`config.mk`:
```
export PLATFORM = sky130hd
export DESIGN_NAME = wb_fb_slave
export DESIGN_NICKNAME = d
export VERILOG_FILES = /design/src/rtl/wb_fb_slave.sv
export SDC_FILE = /design/constraint.sdc
export NUM_CORES = 1
export LEC_CHECK = 0
export ABC_CLOCK_PERIOD_IN_PS = 2570
export CAP_MARGIN = 20
export CORE_MARGIN = 2
export CORE_UTILIZATION = 25
export DETAILED_ROUTE_END_ITERATION = 8
export PLACE_DENSITY = 0.59
export SLEW_MARGIN = 15
export SYNTH_ARGS = -nofsm -noshare
export SYNTH_HDL_FRONTEND = slang
export SYNTH_SLANG_ARGS = --single-unit
```
`constraint.sdc`:
```
create_clock -name wb_clk_i -period 2.57 [get_ports wb_clk_i]
set_input_delay 0.3855 -clock wb_clk_i [delete_from_list [all_inputs] [get_ports wb_clk_i]]
set_output_delay 0.3855 -clock wb_clk_i [all_outputs]
set_load 0.1 [all_outputs]
```
`src/rtl/wb_fb_slave.sv`:
```
`default_nettype none
// ============================================================================
// Module   : wb_fb_slave
// Brief    : Wishbone B3 framebuffer slave; pipelined read bursts with a
//            1-entry skid buffer, single-beat writes, 1-cycle-latency memory.
//            Optional macro WB_FB_WRAP_EN enables wb_bte_i wrap bursts.
// Revision : 1.0 - initial release
// ============================================================================
module wb_fb_slave #(
    parameter int ADDRESS  = 21,
    parameter int FB_WORDS = 2**ADDRESS
) (
    input  logic                wb_clk_i,
    input  logic                wb_rst_i,
    input  logic                wb_cyc_i,
    input  logic                wb_stb_i,
    input  logic                wb_we_i,
    input  logic [2:0]          wb_cti_i,
    input  logic [1:0]          wb_bte_i,
    input  logic [ADDRESS-1:0]  wb_adr_i,
    input  logic [3:0]          wb_sel_i,
    input  logic [31:0]         wb_dat_i,
    output logic                wb_ack_o,
    output logic                wb_rty_o,
    output logic                wb_err_o,
    output logic [3:0]          wb_sel_o,
    output logic [31:0]         wb_dat_o,
    output logic                mem_re_o,
    output logic                mem_we_o,
    output logic [3:0]          mem_bes_o,
    output logic [ADDRESS-1:0]  mem_adr_o,
    output logic [31:0]         mem_dat_o,
    input  logic [31:0]         mem_dat_i
);

    localparam logic [ADDRESS:0]   c_fb_limit = (ADDRESS+1)'(FB_WORDS);
    localparam logic [ADDRESS-1:0] c_one      = ADDRESS'(1);

    typedef enum logic [2:0] {
        S_IDLE  = 3'd0,
        S_RD1   = 3'd1,
        S_BURST = 3'd2,
        S_WR    = 3'd3,
        S_ERR   = 3'd4
    } state_t;

    state_t              r_state;
    logic [ADDRESS-1:0]  r_adr;       // address of the word pending or held in skid
    logic                r_pend;      // read issued last cycle, data on mem_dat_i now
    logic                r_skid_vld;
    logic [31:0]         r_skid;
    logic                r_oor;       // next burst beat lies beyond FB_WORDS

    logic                w_req;
    logic                w_idle_req;
    logic                w_oor_req;
    logic                w_last;
    logic [ADDRESS-1:0]  w_next_adr;
    logic                w_next_oor;
    logic                w_beat;
    logic                w_spec_rd;

`ifdef WB_FB_WRAP_EN
    logic [ADDRESS-1:0]  w_wrap_mask;

    always_comb begin
        w_wrap_mask = '1;
        case (wb_bte_i)
            2'b01:   w_wrap_mask = ADDRESS'(3);
            2'b10:   w_wrap_mask = ADDRESS'(7);
            2'b11:   w_wrap_mask = ADDRESS'(15);
            default: w_wrap_mask = '1;
        endcase
    end

    assign w_next_adr = (r_adr & ~w_wrap_mask) | ((r_adr + c_one) & w_wrap_mask);
`else
    logic w_unused;

    assign w_unused   = &{1'b0, wb_bte_i};
    assign w_next_adr = r_adr + c_one;
`endif

    assign w_req      = wb_cyc_i & wb_stb_i;
    assign w_idle_req = (r_state == S_IDLE) & w_req;
    assign w_oor_req  = {1'b0, wb_adr_i} >= c_fb_limit;
    assign w_next_oor = {1'b0, w_next_adr} >= c_fb_limit;
    assign w_last     = (wb_cti_i == 3'b111);

    // A beat completes when its word is either in flight or parked in the skid.
    assign w_beat    = (r_state == S_BURST) & w_req & ~r_oor & (r_pend | r_skid_vld);
    assign w_spec_rd = w_beat & ~w_last & ~w_next_oor;

    always_ff @(posedge wb_clk_i) begin
        if (wb_rst_i) begin
            r_state    <= S_IDLE;
            r_adr      <= '0;
            r_pend     <= 1'b0;
            r_skid_vld <= 1'b0;
            r_skid     <= '0;
            r_oor      <= 1'b0;
        end else begin
            r_pend <= 1'b0;
            case (r_state)
                S_IDLE: begin
                    r_skid_vld <= 1'b0;
                    r_oor      <= 1'b0;
                    if (w_req) begin
                        r_adr <= wb_adr_i;
                        if (w_oor_req) begin
                            r_state <= S_ERR;
                        end else if (wb_we_i) begin
                            r_state <= S_WR;
                        end else if (wb_cti_i == 3'b010) begin
                            r_state <= S_BURST;
                            r_pend  <= 1'b1;
                        end else begin
                            r_state <= S_RD1;
                        end
                    end
                end
                S_BURST: begin
                    if (!wb_cyc_i) begin
                        r_state    <= S_IDLE;
                        r_skid_vld <= 1'b0;
                        r_oor      <= 1'b0;
                    end else if (wb_stb_i && r_oor) begin
                        r_state <= S_IDLE;
                    end else if (w_beat) begin
                        r_skid_vld <= 1'b0;
                        if (w_last) begin
                            r_state <= S_IDLE;
                        end else if (w_next_oor) begin
                            r_oor <= 1'b1;
                        end else begin
                            r_adr  <= w_next_adr;
                            r_pend <= 1'b1;
                        end
                    end else if (!wb_stb_i && r_pend) begin
                        r_skid     <= mem_dat_i;
                        r_skid_vld <= 1'b1;
                    end
                end
                default: r_state <= S_IDLE;
            endcase
        end
    end

    // Memory access is launched straight from the IDLE decode to hide latency.
    assign mem_re_o  = ~wb_rst_i & ((w_idle_req & ~wb_we_i & ~w_oor_req) | w_spec_rd);
    assign mem_we_o  = ~wb_rst_i & w_idle_req & wb_we_i & ~w_oor_req;
    assign mem_adr_o = wb_rst_i ? '0 : ((r_state == S_IDLE) ? wb_adr_i : w_next_adr);
    assign mem_bes_o = mem_we_o ? wb_sel_i : (mem_re_o ? 4'hF : 4'h0);
    assign mem_dat_o = mem_we_o ? wb_dat_i : '0;

    assign wb_ack_o = ~wb_rst_i & w_req &
                      ((r_state == S_RD1) | (r_state == S_WR) | w_beat);
    assign wb_err_o = ~wb_rst_i & w_req &
                      ((r_state == S_ERR) | ((r_state == S_BURST) & r_oor));
    assign wb_dat_o = ~wb_ack_o ? '0 :
                      (((r_state == S_BURST) && r_skid_vld) ? r_skid : mem_dat_i);
    assign wb_rty_o = 1'b0;
    assign wb_sel_o = 4'hF;

endmodule
`default_nettype wire

```
# Yosys cells after proc, flatten, opt, wreduce, memory -nomap -nowiden
# Cells that the tools add are included.
[word_totals]
ff_bits = 59
in_bits = 99
out_inout_bits = 98
word_cells = 95
[classes]
addsub = 1
eq_ne = 16
mux = 36
n_bitwise = 25
reduce_logical = 11
[op_table]
columns = ["op", "count"]
rows = [
  ["21-bit two-way mux", 7],
  ["32-bit two-way mux", 3],
  ["21-bit case mux with 2 select lines", 1],
  ["21-bit by 1-bit adder with 21-bit output (second input constant)", 1],
  ["3-bit two-way mux", 5],
  ["1-bit AND", 14],
  ["1-bit two-way mux", 12],
  ["2-bit != test (second input constant)", 6],
  ["4-bit != test (second input constant)", 3],
  ["3-bit by 2-bit == test with 1-bit output (second input constant)", 3],
  ["4-bit two-way mux", 2],
  ["3-bit == test (second input constant)", 2],
  ["1-bit NOT", 6],
  ["1-bit case mux with 2 select lines", 3],
  ["3-bit case mux with 2 select lines", 1],
  ["3-bit AND reduction", 2],
  ["6-bit AND reduction", 1],
  ["1-bit bitwise OR", 5],
  ["5-bit AND reduction", 1],
  ["2-bit two-way mux", 2],
  ["3-bit by 1-bit == test with 1-bit output (second input constant)", 1],
  ["1-bit logical AND", 3],
  ["3-bit logical NOT", 1],
  ["3-bit != test (second input constant)", 1],
  ["other kinds (3)", 3],
]

# Longest topological paths before layout
# Gate-level depths: netlist of the first run.
[depth]
depth_word = 9
ltp_mapped = 8
mapped_depth_nobuf = 6

# Least setup slack after synthesis of the first run
# OpenSTA, ideal clock, no wires.
[synth_path]
path_kind = "register to output"
from = "register r_adr[2]"
to = "output mem_adr_o[15]"
t_arrival_ns = 3.856
required_time_ns = 2.184
slack_ns = -1.671
path_stages_with_launch = 7
path_buffers = 2
path_cell_list = "dfxtp_1 > buf_6 > nand3_2 > or4_1 > buf_2 > or3_1 > a311oi_1"
[synth_via]
elab_chain_len = 3
[synth_lines]
columns = ["item", "line_no", "source"]
rows = [
  ["from (decl)", "48", "logic [ADDRESS-1:0] r_adr;"],
  ["from (signal assigned)", "109", "r_adr <= wb_adr_i;"],
  ["from (signal assigned)", "136", "r_adr <= w_next_adr;"],
  ["21-bit by 1-bit adder with 21-bit output", "81", "assign w_next_adr = r_adr + c_one;"],
  ["21-bit two-way mux (2 in series)", "152", "assign mem_adr_o = wb_rst_i ? '0 : ((r_state == S_IDLE) ? wb_adr_i : w_next_adr);"],
  ["to (decl)", "31", "output logic [ADDRESS-1:0] mem_adr_o,"],
]
# No other way between the ends.

# Worst setup path in the final report of the first run
[layout_path]
from = "register r_adr[6]"
to = "output mem_adr_o[14]"
# The elaborated chain is that of the path after synthesis.

==> results.py, run 1 <==
metrics = {
    "sta": {
        "maxSlewViolCount": 0,
        "worstMarginPinSlew_ns": 0.536,
        "fmax_mhz": 389,
        "hold_viol_final": 0,
        "postLayoutSetupSlackWorst_ns": -0.00235,
        "slew_headroom_pct": 64.3,
        "final_min_period_over_clock_period_pct": 100,
        "timing.final.setup_violations": 1,
        "rsz0062_at_grt": "true",
        "post_route_clock_skew_ns": 0.00358,
        "finalCriticalPeriod_ns": 2.57,
    },
    "power": {
        "pwr_density_cell_nw_per_um2": 406,
        "combPwrFrac_pct": 31.1,
        "seqPwrFrac_pct": 27.1,
        "post-layout-total-power_w": 0.00345,
        "switching_power_w": 0.00107,
        "sw_frac_of_total_pct": 31.0,
        "max-vdd-ir-drop_uv": 274,
        "p_int_w": 0.00238,
        "clock_power_share_pct": 41.8,
        "cellLeakagePower_nw": 3.03,
    },
    "drt": {
        "total_drc_errors_in_the_routed_layout": 0,
        "drtIter0Drc": 271,
        "wl_per_cell_um": 15.9,
        "drt_wl_total_mm": 16.1,
        "drt-vias-per-instance": 4.97,
        "ant_nets": 0,
        "routed_vias": 5048,
        "first_pass_iters": 6,
    },
    "clock_network": {
        "cts.reportedPaths.clkPinSlew_ns": 0.05,
        "cts-root-buf": "clkbuf_16",
        "clock_sinks": 57,
        "cts_max_level": 3,
        "clk_latency_ns": 0.32,
        "tritoncts.num_buffers": 9,
        "cts-root-to-sink-buffers": 2,
        "hold_bufs_inserted_after_cts": 0,
        "cts_tree": "built",
    },
    "logic_synthesis": {
        "mapped_area_um2": 3940,
        "synthTopCellsByArea": "dfxtp_1 (29%), nand2_1 (16%), a21oi_1 (11%)",
        "synth_most_common_cell": "nand2_1",
        "post_synth_inst_count": 599,
        "synth_seq_cells": 57,
        "seq_area_frac_synth_pct": 28.9,
        "netlist-cell-type-count": 59,
        "synthesis.yosys.warnings": 0,
        "netlist_top_cells_count": "nand2_1 (163), a21oi_1 (85), dfxtp_1 (57), clkbuf_1 (42), nor2_1 (42)",
        "mean_syn_cell_area_um2": 6.58,
        "synth_area_leader_cell": "dfxtp_1",
        "synth_largest_type_area_fraction_pct": 28.9,
        "synth_enable_flop_cells": 0,
        "asyncSetResetFlopFracSynth_pct": 0,
        "yosys_most_used_dff": "dfxtp_1",
    },
    "floorplan": {
        "fp.coreArea_um2": 15300,
        "design.die.area_um2": 16800,
        "die_height_um": 130,
        "ioPinCount": 197,
        "chipWidth_um": 130,
        "count_of_standard_cell_rows": 45,
        "floorplan.initialDensity_pct": 25.7,
    },
    "global_routing": {
        "grt_pass1_vias": 4966,
        "grtUsageTotal_pct": 18.8,
        "grt-ovfl-total": 0,
        "antenna_violations_before_repair": 2,
        "grt_start_max_net_pins": 77,
        "grt_pass1_wl_mm": 25.2,
    },
    "layout": {
        "fillCellCount": 1352,
        "final_area_um2": 8490,
        "final_util_pct": 55.4,
        "design.final.nets": 897,
        "share_of_layout_cells_above_drive_strength_1_pct": 35.4,
        "area_growth_syn_to_layout_pct": 115,
    },
    "placed_design": {
        "numPortBuffers": 188,
        "place.gp.congestion": 0.810,
        "dp.final_hpwl_mm": 11.8,
        "detailed_place.area_um2": 7880,
        "post-place-ws_ns": -0.120,
    },
    "min_path": {
        "hold_path_depth": 2,
        "min-delay-start": "r_skid[26]$_SDFFE_PP0P_",
        "hold_end": "r_skid[26]$_SDFFE_PP0P_",
        "min_path_type": "reg -> reg",
    },
    "setup_path": {
        "timing.critical_path.required_ns": 2.18,
        "timing.critical_path.from_type": "flip-flop",
        "crit-reg2reg-capture": "r_adr[6]$_SDFFE_PP0P_",
        "timing.rr.start": "r_state[0]$_SDFFE_PP0P_",
        "crit_path_max_fanout": 9,
        "reg2reg_depth": 6,
        "crit_path_end_kind": "output port",
        "setup_slack_on_the_worst_flop_to_flop_path_ns": 0.38,
        "setup.worst_path.class": "reg -> out",
        "critPathArrivalTime_ns": 2.19,
    },
    "run_status": {
        "failing_checks": "negative setup slack",
        "status": "finished with violations",
    },
    "flow_run": {
        "drv_cap": 0,
    },
}
==> cells by family (layout without fill, tap and decap cells) <==
group | Yosys count | count (layout) | synth area share [%]
buf+inv | 60 | 259 | 6.82
other cells | 2 | 8 | 0.190
flops | 57 | 57 | 28.9
simple gates | 300 | 300 | 35.5
xor+xnor | 15 | 15 | 3.33
fa+ha+maj | 1 | 1 | 0.317
compound gates | 164 | 164 | 24.9
==> flip-flops by register name (all words and copies together), names as in the netlist <==
signal,cells
r_state,2
r_pend,1
r_skid_vld,1
r_skid,32
r_adr,21
==> per-layer routing <==
layer	routed length [µm]	global-route usage [%]	vias to the layer above
li1	-	-	2437
met3	1190	3.92	13
met4	155	4.74	0
met1	6540	23.1	2407
met2	8240	33.4	191
met5	0	0	-
==> power by group through the flow <==
| stage | Sequential (W) | Clock (W) | Combinational (W) |
|---|---|---|---|
| floorplan | 0.000943 | 0 | 0.000634 |
| global placement | 0.000951 | 0 | 0.00105 |
| detailed placement | 0.000953 | 0 | 0.00106 |
| CTS | 0.000933 | 0.00147 | 0.00107 |
| global route | 0.000935 | 0.00152 | 0.00112 |
| finish | 0.000934 | 0.00144 | 0.00107 |
==> critical path, stage by stage (launching register included) <==
cell and delay (ns):
dfxtp_4 0.37, nand4_4 0.12, buf_8 0.15, or4_4 0.55, xor2_2 0.18, a211oi_4 0.28, buf_12 0.21
==> cells in the final DEF (no fill, tap or decap), types with 4 or more instances in the layout <==
| master | count |
|---|---|
| a211oi_4 | 16 |
| a21o_4 | 4 |
| a21oi_1 | 53 |
| a21oi_4 | 32 |
| a22oi_1 | 4 |
| a31oi_1 | 5 |
| and2_1 | 5 |
| and2_2 | 20 |
| and2_4 | 9 |
| buf_12 | 97 |
| buf_4 | 43 |
| bufinv_16 | 4 |
| clkbuf_16 | 10 |
| clkdlybuf4s50_1 | 90 |
| conb_1 | 6 |
| dfxtp_1 | 44 |
| dfxtp_2 | 7 |
| dfxtp_4 | 6 |
| dlymetal6s2s_1 | 4 |
| nand2_1 | 163 |
| nand3_1 | 11 |
| nand4_1 | 4 |
| nor2_1 | 41 |
| nor3_1 | 6 |
| nor4_1 | 4 |
| o21ai_0 | 22 |
| o31ai_1 | 5 |
| or4_4 | 4 |
| xnor2_1 | 7 |
| xor2_1 | 6 |
==> worst max path at each step <==
| stage | end | slack [ns] | cells after the start | from |
|---|---|---|---|---|
| after floorplan | wb_dat_o[0] | -0.41 | 6 | r_state[1]$_SDFFE_PP0P_ |
| after global placement | mem_re_o | -0.13 | 6 | wb_cti_i[2] |
| after detailed placement | mem_re_o | -0.12 | 6 | wb_cti_i[2] |
| after CTS | mem_adr_o[17] | -0.0005 | 6 | r_adr[1]$_SDFFE_PP0P_ |
| after global routing | mem_adr_o[18] | -0.07 | 7 | r_adr[6]$_SDFFE_PP0P_ |
| final | mem_adr_o[14] | -0.002 | 6 | r_adr[6]$_SDFFE_PP0P_ |
==> final cells by class <==
type / count / area [µm²] / area share, %
antenna: 2 / 5.00 / 0.0590
multi-input combinational: 486 / 3380 / 39.8
clock buffer: 10 / 229 / 2.70
inverter: 3 / 11.3 / 0.133
tap: 211 / 264 / 3.11
sequential: 57 / 1170 / 13.8
clock inverter: 6 / 130 / 1.53
timing repair buffer: 240 / 3300 / 38.9
==> stage by stage <==
stage / TNS [ns] / instances / hold WS, ns
global route: -0.314 / 1015 / 0.471
detailed placement: -0.463 / 987 / 0.447
global placement: -0.484 / 987 / 0.442
finish: -0.00235 / 1015 / 0.452
floorplan: -1.72 / 603 / 0.437
CTS: -0.000459 / 1005 / 0.454
==> what timing repair did <==
action / in CTS / in global routing
setup buffers: 2 / 7
resized for setup: 15 / 26
endpoints found under the hold margin: 0 / 0
cloned: 0 / 1
setup endpoints to repair: 25 / 82
pin swaps: 3 / 10
(Power assumes the default switching activity.)
==> run 2: changes to the inputs <==
--- a/config.mk
+++ b/config.mk
@@ -10,6 +10,7 @@
 export CORE_MARGIN = 2
 export CORE_UTILIZATION = 25
 export DETAILED_ROUTE_END_ITERATION = 8
+export HOLD_SLACK_MARGIN = 0.1
 export PLACE_DENSITY = 0.59
 export SLEW_MARGIN = 15
 export SYNTH_ARGS = -nofsm -noshare
==> results of run 2 <==
Final layout, timing and power as in run 1 (identical DEF).
